==> src/rtl/matrix_ascii_tx.sv <==
// matrix_ascii_tx: reads an m x n matrix row-major from storage, renders each
// signed 32-bit element as ASCII decimal text and shifts the bytes out as 8N1
// UART frames. Elements in a row are separated by one space, and every row
// ends with CR LF.
//
// Launch/complete handshake: i_start is honoured only in IDLE (one-cycle
// pulse, inputs captured in that cycle). o_busy is high from the following
// cycle until the o_done cycle. o_done is a single-cycle pulse, and o_err
// accompanies it when the dimensions were rejected. Storage answers a read
// one cycle after o_rd_addr is presented.
module matrix_ascii_tx #(
  parameter int CLK_FREQ = 100_000_000,
  parameter int BAUD     = 115200,
  parameter int MAX_DIM  = 5
) (
  input  logic        clk,
  input  logic        rst,
  input  logic        i_start,
  input  logic [7:0]  i_base_addr,
  input  logic [31:0] i_m,
  input  logic [31:0] i_n,
  output logic [7:0]  o_rd_addr,
  input  logic [31:0] i_rd_data,
  output logic        uart_tx,
  output logic        o_busy,
  output logic        o_done,
  output logic        o_err
);

  localparam int BIT_CYCLES = CLK_FREQ / BAUD;
  localparam int CW = (BIT_CYCLES > 1) ? $clog2(BIT_CYCLES) : 1;
  localparam int DW = (MAX_DIM > 1) ? $clog2(MAX_DIM) : 1;
  localparam logic [CW-1:0] BIT_LAST = CW'(BIT_CYCLES - 1);

  typedef enum logic [3:0] {
    S_IDLE, S_FETCH, S_WAIT, S_CONV, S_SIGN,
    S_DIGITS, S_SEP, S_CR, S_LF, S_DONE
  } state_t;

  state_t state, state_n;

  // dump bookkeeping
  logic          err_r;
  logic [DW-1:0] m_last, n_last, row, col;

  // conversion datapath: restoring divide-by-10, one quotient bit per cycle
  logic          neg_r;
  logic [31:0]   mag;
  logic [3:0]    rem;
  logic [4:0]    bit_cnt;
  logic [3:0]    dig_cnt, dig_ptr, dig_prev;
  logic [3:0]    digits [10];
  logic [4:0]    rem_sh;
  logic          div_ge;
  logic [3:0]    rem_nx;
  logic [31:0]   quot_nx;
  logic          conv_last, conv_done;

  // serializer
  logic          tx_busy;
  logic [8:0]    tx_frame;
  logic [3:0]    tx_bit;
  logic [CW-1:0] tx_cyc;
  logic          tx_end, tx_load;
  logic [7:0]    tx_data;

  logic          dims_bad, last_col, last_row;

  assign dims_bad = (i_m == 32'd0) || (i_n == 32'd0) ||
                    (i_m > 32'(MAX_DIM)) || (i_n > 32'(MAX_DIM));

  assign last_col = (col == n_last);
  assign last_row = (row == m_last);

  assign rem_sh    = {rem, mag[31]};
  assign div_ge    = (rem_sh >= 5'd10);
  assign rem_nx    = div_ge ? 4'(rem_sh - 5'd10) : rem_sh[3:0];
  assign quot_nx   = {mag[30:0], div_ge};
  assign conv_last = (bit_cnt == 5'd31);
  assign conv_done = (state == S_CONV) && conv_last && (quot_nx == 32'd0);
  assign dig_prev  = dig_ptr - 4'd1;

  // tx_end marks the final cycle of a stop bit; a byte loaded in that same
  // cycle starts its start bit on the very next cycle.
  assign tx_end = tx_busy && (tx_cyc == BIT_LAST) && (tx_bit == 4'd9);

  assign o_busy = (state != S_IDLE) && (state != S_DONE);
  assign o_done = (state == S_DONE);
  assign o_err  = (state == S_DONE) && err_r;

  // state register
  always_ff @(posedge clk) begin
    if (rst) state <= S_IDLE;
    else     state <= state_n;
  end

  // next state; each byte state is entered together with the load of its byte
  always_comb begin
    state_n = state;
    tx_load = 1'b0;
    tx_data = 8'h00;
    case (state)
      S_IDLE:  if (i_start) state_n = dims_bad ? S_DONE : S_FETCH;
      S_FETCH: state_n = S_WAIT;
      S_WAIT:  state_n = S_CONV;
      S_CONV: begin
        if (conv_done) begin
          tx_load = 1'b1;
          if (neg_r) begin
            state_n = S_SIGN;
            tx_data = 8'h2D;
          end else begin
            state_n = S_DIGITS;
            tx_data = {4'h3, rem_nx};
          end
        end
      end
      S_SIGN: begin
        if (tx_end) begin
          state_n = S_DIGITS;
          tx_load = 1'b1;
          tx_data = {4'h3, digits[dig_ptr]};
        end
      end
      S_DIGITS: begin
        if (tx_end) begin
          tx_load = 1'b1;
          if (dig_ptr != 4'd0) begin
            tx_data = {4'h3, digits[dig_prev]};
          end else if (last_col) begin
            state_n = S_CR;
            tx_data = 8'h0D;
          end else begin
            state_n = S_SEP;
            tx_data = 8'h20;
          end
        end
      end
      S_SEP: if (tx_end) state_n = S_FETCH;
      S_CR: begin
        if (tx_end) begin
          state_n = S_LF;
          tx_load = 1'b1;
          tx_data = 8'h0A;
        end
      end
      S_LF:    if (tx_end) state_n = last_row ? S_DONE : S_FETCH;
      S_DONE:  state_n = S_IDLE;
      default: state_n = S_IDLE;
    endcase
  end

  // launch capture, element fetch, digit generation and position tracking
  always_ff @(posedge clk) begin
    if (rst) begin
      err_r     <= 1'b0;
      m_last    <= '0;
      n_last    <= '0;
      row       <= '0;
      col       <= '0;
      o_rd_addr <= 8'd0;
      neg_r     <= 1'b0;
      mag       <= 32'd0;
      rem       <= 4'd0;
      bit_cnt   <= 5'd0;
      dig_cnt   <= 4'd0;
      dig_ptr   <= 4'd0;
      for (int i = 0; i < 10; i++) digits[i] <= 4'd0;
    end else begin
      case (state)
        S_IDLE: begin
          if (i_start) begin
            err_r <= dims_bad;
            row   <= '0;
            col   <= '0;
            if (!dims_bad) begin
              o_rd_addr <= i_base_addr;
              m_last    <= DW'(i_m - 32'd1);
              n_last    <= DW'(i_n - 32'd1);
            end
          end
        end
        S_WAIT: begin
          // two's-complement magnitude; 0x80000000 stays 2147483648 unsigned
          neg_r   <= i_rd_data[31];
          mag     <= i_rd_data[31] ? (32'd0 - i_rd_data) : i_rd_data;
          rem     <= 4'd0;
          bit_cnt <= 5'd0;
          dig_cnt <= 4'd0;
        end
        S_CONV: begin
          mag     <= quot_nx;
          rem     <= rem_nx;
          bit_cnt <= bit_cnt + 5'd1;
          if (conv_last) begin
            digits[dig_cnt] <= rem_nx;
            dig_cnt         <= dig_cnt + 4'd1;
            rem             <= 4'd0;
            if (quot_nx == 32'd0) dig_ptr <= dig_cnt;
          end
        end
        S_DIGITS: if (tx_end && (dig_ptr != 4'd0)) dig_ptr <= dig_prev;
        S_SEP: begin
          if (tx_end) begin
            col       <= col + DW'(1);
            o_rd_addr <= o_rd_addr + 8'd1;
          end
        end
        S_LF: begin
          if (tx_end) begin
            col       <= '0;
            row       <= row + DW'(1);
            o_rd_addr <= o_rd_addr + 8'd1;
          end
        end
        default: ;
      endcase
    end
  end

  // 8N1 serializer: start bit, eight data bits LSB first, stop bit
  always_ff @(posedge clk) begin
    if (rst) begin
      tx_busy  <= 1'b0;
      tx_frame <= 9'h1FF;
      tx_bit   <= 4'd0;
      tx_cyc   <= '0;
      uart_tx  <= 1'b1;
    end else if (tx_load) begin
      tx_busy  <= 1'b1;
      tx_frame <= {1'b1, tx_data};
      tx_bit   <= 4'd0;
      tx_cyc   <= '0;
      uart_tx  <= 1'b0;
    end else if (tx_busy) begin
      if (tx_cyc == BIT_LAST) begin
        tx_cyc <= '0;
        if (tx_bit == 4'd9) begin
          tx_busy <= 1'b0;
          uart_tx <= 1'b1;
        end else begin
          tx_bit   <= tx_bit + 4'd1;
          uart_tx  <= tx_frame[0];
          tx_frame <= {1'b1, tx_frame[8:1]};
        end
      end else begin
        tx_cyc <= tx_cyc + CW'(1);
      end
    end
  end

endmodule

==> config.mk <==
export PLATFORM = sky130hd
export DESIGN_NAME = matrix_ascii_tx
export DESIGN_NICKNAME = d
export VERILOG_FILES = /design/src/rtl/matrix_ascii_tx.sv
export SDC_FILE = /design/constraint.sdc
export NUM_CORES = 1
export LEC_CHECK = 0
export CAP_MARGIN = 10
export CORE_MARGIN = 1
export CORE_UTILIZATION = 25
export DETAILED_ROUTE_END_ITERATION = 12
export GPL_ROUTABILITY_DRIVEN = 0
export MAX_ROUTING_LAYER = met4
export PLACE_DENSITY = 0.49
export SYNTH_ARGS = -nofsm -noshare
export SYNTH_HDL_FRONTEND = slang
export SYNTH_SLANG_ARGS = --single-unit
==> constraint.sdc <==
create_clock -name clk -period 3.3 [get_ports clk]
set_clock_uncertainty 0.2 [all_clocks]
set_input_delay 0.495 -clock clk [delete_from_list [all_inputs] [get_ports clk]]
set_output_delay 0.495 -clock clk [all_outputs]
set_load 0.01 [all_outputs]
==> results.md <==
- Run status: finished, final reports clean
- DRT iter0 DRCs: 528
- Critical Path Stages: 7
- Syn_area_per_cell: 9.46 um2
- Seq/Total Area, Yosys: 0.420
- Postcts setup bufs: 0
- Synthesis Warnings: 0
- Slew HR: 0.306
- First-pass GRT wire length: 42,800 um
- Pre-antenna DRT Iters: 6
- Area Growth Syn to Fin: 27.4%
- CP Launch Type: flip-flop
- Vias: 8,078
- Worst-path clk slew: 0.08 ns
- Effective utilization at floorplan: 0.257
- Crit path max fanout: 13
- R2R Setup Slk: 0.41 ns
- Detail Placement HPWL: 19,800 um
- Core Rows: 70
- Worst VDD drop: 345 uV
- Cell taking the most area after synthesis: dfxtp_1
- Minimum clock period after layout: 2.89 ns
- # H-tree levels: 4
- Fillcell total: 3,807
- F_max: 0.346 GHz
- Number of max-cap violations: 0
- Ys flop type: dfxtp_1
- Critical path's largest stage delay: 0.66 ns
- Worst path bufs/invs: 1
- Layout cell share with drive strength beyond 1: 0.130
- Seq cells post-synth: 167
- Antenna violations before repair: 0
- Slew Viols, Final: 0
- Skew-Pair Late Insertion Delay: 0.44 ns
- Avg WL per Cell: 16.4 um
- Io pins: 119
- Port bufs: 118
- Distinct cells, synth: 67
- Reg2reg end: tx_frame[0]
- Largest net degree at the start of global routing: 74
- Delay-heaviest family, CP: compound AO/OA/AOI/OAI gates
- Detail Route Antenna Nets: 0
- Worst setup startpoint: dig_ptr[1]
- CTS tree: yes
- Cell count after synthesis: 1,002
- Ys async rst share: 0
- Syn_nets: 1,126
- Vias in the first global route: 7,790
- Arrival @ worst endpoint: 3.00 ns
- GR Overflow Total: 0
- Cell leakage power: 0.00413 uW
- Diode count: 0
- Post-synth EDFFs: 64
- Area fraction of the dominant cell type after synthesis: 0.217
- Power Dens Cells: 513 nW/um2
- Hold WC Path Type: reg -> reg
- Final Hold Viols: 0
- Post-Place Cells: 1,615
- Final worst-path cycle share: 0.877
- Non-Filler Instances: 1,647
- Largest cells by area after synthesis: dfxtp_1, edfxtp_1, mux4_2, nor2_1, nand2_1
- Clk sinks: 167
- Worst-case reg-to-reg path depth: 7
- Crit-path cells: inv_1, ha_1, mux4_2, mux2i_1, nor3b_1, a2111oi_0, a21boi_0
- R2r startpoint: dig_ptr[1]
- Clk buf depth: 2
- Critical path endpoint category: flip-flop
- # setup viols final: 0
- GRT Total Usage: 0.144
- Post-CTS sizing: 0
- Crit-path slowest cell: ha_1
- Die H: 197 um
- Vias/cell: 4.90
- Core Region: 37,000 um2
- Unrepaired setup endpoints after global routing: false
- Cts hold-fix bufs: 0
- TritonCTS Buffers: 17
- Synthesized area: 9480 um2
- Measured slew at the worst slew-check pin: 1.04 ns
- Root buffer cell: clkbuf_16
- Total negative slack: 0 ns
- Die width: 197 um
- WS Path Type: reg -> reg
- Die area: 38,700 um2
- CP required: 3.40 ns
- Total Routed Length: 27,000 um
- Crit path to: tx_frame[0]
- # nets final: 1,254
- DRC: 0
==> metrics by stage <==
step	power, uW	worst slack, ns	hold WS (ns)	cell area [um2]	util
6_report	6200	0.406	0.265	12100	0.327
5_1_grt	6550	0.153	0.282	12100	0.327
4_1_cts	6260	0.367	0.267	12100	0.327
3_5_place_dp	4130	-0.0103	0.259	11500	0.310
3_3_place_gp	4120	-0.0151	0.242	11500	0.310
2_1_floorplan	3450	0.147	0.236	9480	-
==> placed cells by master, fill, tap and decap left out, types with 32 or more instances in the layout <==
cell type	n
mux4_2	32
buf_4	56
clkdlybuf4s50_1	117
nand2_1	92
a21oi_1	57
nor3_1	32
dfxtp_1	102
edfxtp_1	64
o21ai_0	46
nor2_1	110
==> cell families (layout without fill, tap and decap cells) <==
| family | count (synthesis) | in the layout | share of synthesized area |
|---|---|---|---|
| and+or+nand+nor | 402 | 402 | 0.211 |
| AOI/OAI and AO/OA | 202 | 202 | 0.143 |
| DFF | 167 | 167 | 0.420 |
| buffers and inverters | 91 | 232 | 0.0379 |
| muxes | 67 | 67 | 0.114 |
| xor gates and xnor gates | 56 | 56 | 0.0517 |
| adders and majority gates | 17 | 17 | 0.0224 |
==> Yosys cell counts, types with 3 or more instances <==
library cell	count
nor4_1	26
nor2b_1	10
a222oi_1	7
o21ai_0	46
nor2_1	111
nor4bb_1	4
xnor2_1	30
o2111ai_1	4
mux2i_1	28
edfxtp_1	64
o41ai_2	4
clkbuf_1	57
or4_4	4
buf_1	4
nand2_1	92
and2_1	6
nor3b_1	6
ha_1	17
o211ai_1	12
a21oi_1	57
or3_1	13
a31oi_1	8
mux4_2	32
nand4_1	14
a21boi_0	3
o31ai_1	11
o41ai_1	6
or4_1	6
a21o_1	6
nor3_1	32
and3_1	8
dfxtp_1	103
a41oi_1	3
inv_1	25
a211oi_1	5
xor2_1	26
or2_2	4
mux2_2	7
a22oi_1	5
nand3_1	30
nand2b_1	26
nand3b_1	3
o21bai_1	4
==> per-layer routing <==
layer / vias to the layer above / GRT usage / routed length, um
met5: - / - / 0
met4: 0 / 0.0413 / 425
met3: 26 / 0.0236 / 1180
met2: 191 / 0.228 / 12700
met1: 3898 / 0.189 / 12700
li1: 3963 / - / -
==> power breakdown <==
group          switching [uW]  internal (uW)
sequential                146           2280
combinational             985            668
clock                     906           1210
==> final cells by class <==
type	count	area, um2	area share
multi-input combinational	744	5150	0.426
sequential	167	3990	0.330
timing repair buffer	174	1610	0.133
tap	504	631	0.0522
clock buffer	17	425	0.0352
clock inverter	15	186	0.0154
inverter	26	97.6	0.00808
==> sequential cells by signal, indices dropped and copies added, names as in the netlist, 5 cells and up, named ones only <==
name and cells:
digits 64, mag 32, tx_frame 8, o_rd_addr 8
tx_cyc 10, bit_cnt 5
==> how the worst min path moves through the flow <==
stage / from / to / slack (ns) / cells after the start
finish: bit_cnt[4] / bit_cnt[4] / 0.27 / 2
detailed placement: mag[9] / mag[9] / 0.26 / 2
CTS: bit_cnt[4] / bit_cnt[4] / 0.27 / 2
global placement: bit_cnt[4] / bit_cnt[4] / 0.24 / 2
floorplan: bit_cnt[4] / bit_cnt[4] / 0.24 / 2
global route: rst / mag[24] / 0.28 / 2
==> worst min-delay path: cells and delay by family, from the launching register on <==
kind | cells | cell delay (ns)
AOI/OAI and AO/OA | 1 | 0.05
and+or+nand+nor | 1 | 0.05
DFF | 1 | 0.32
Power figures use the tool's default switching activity.
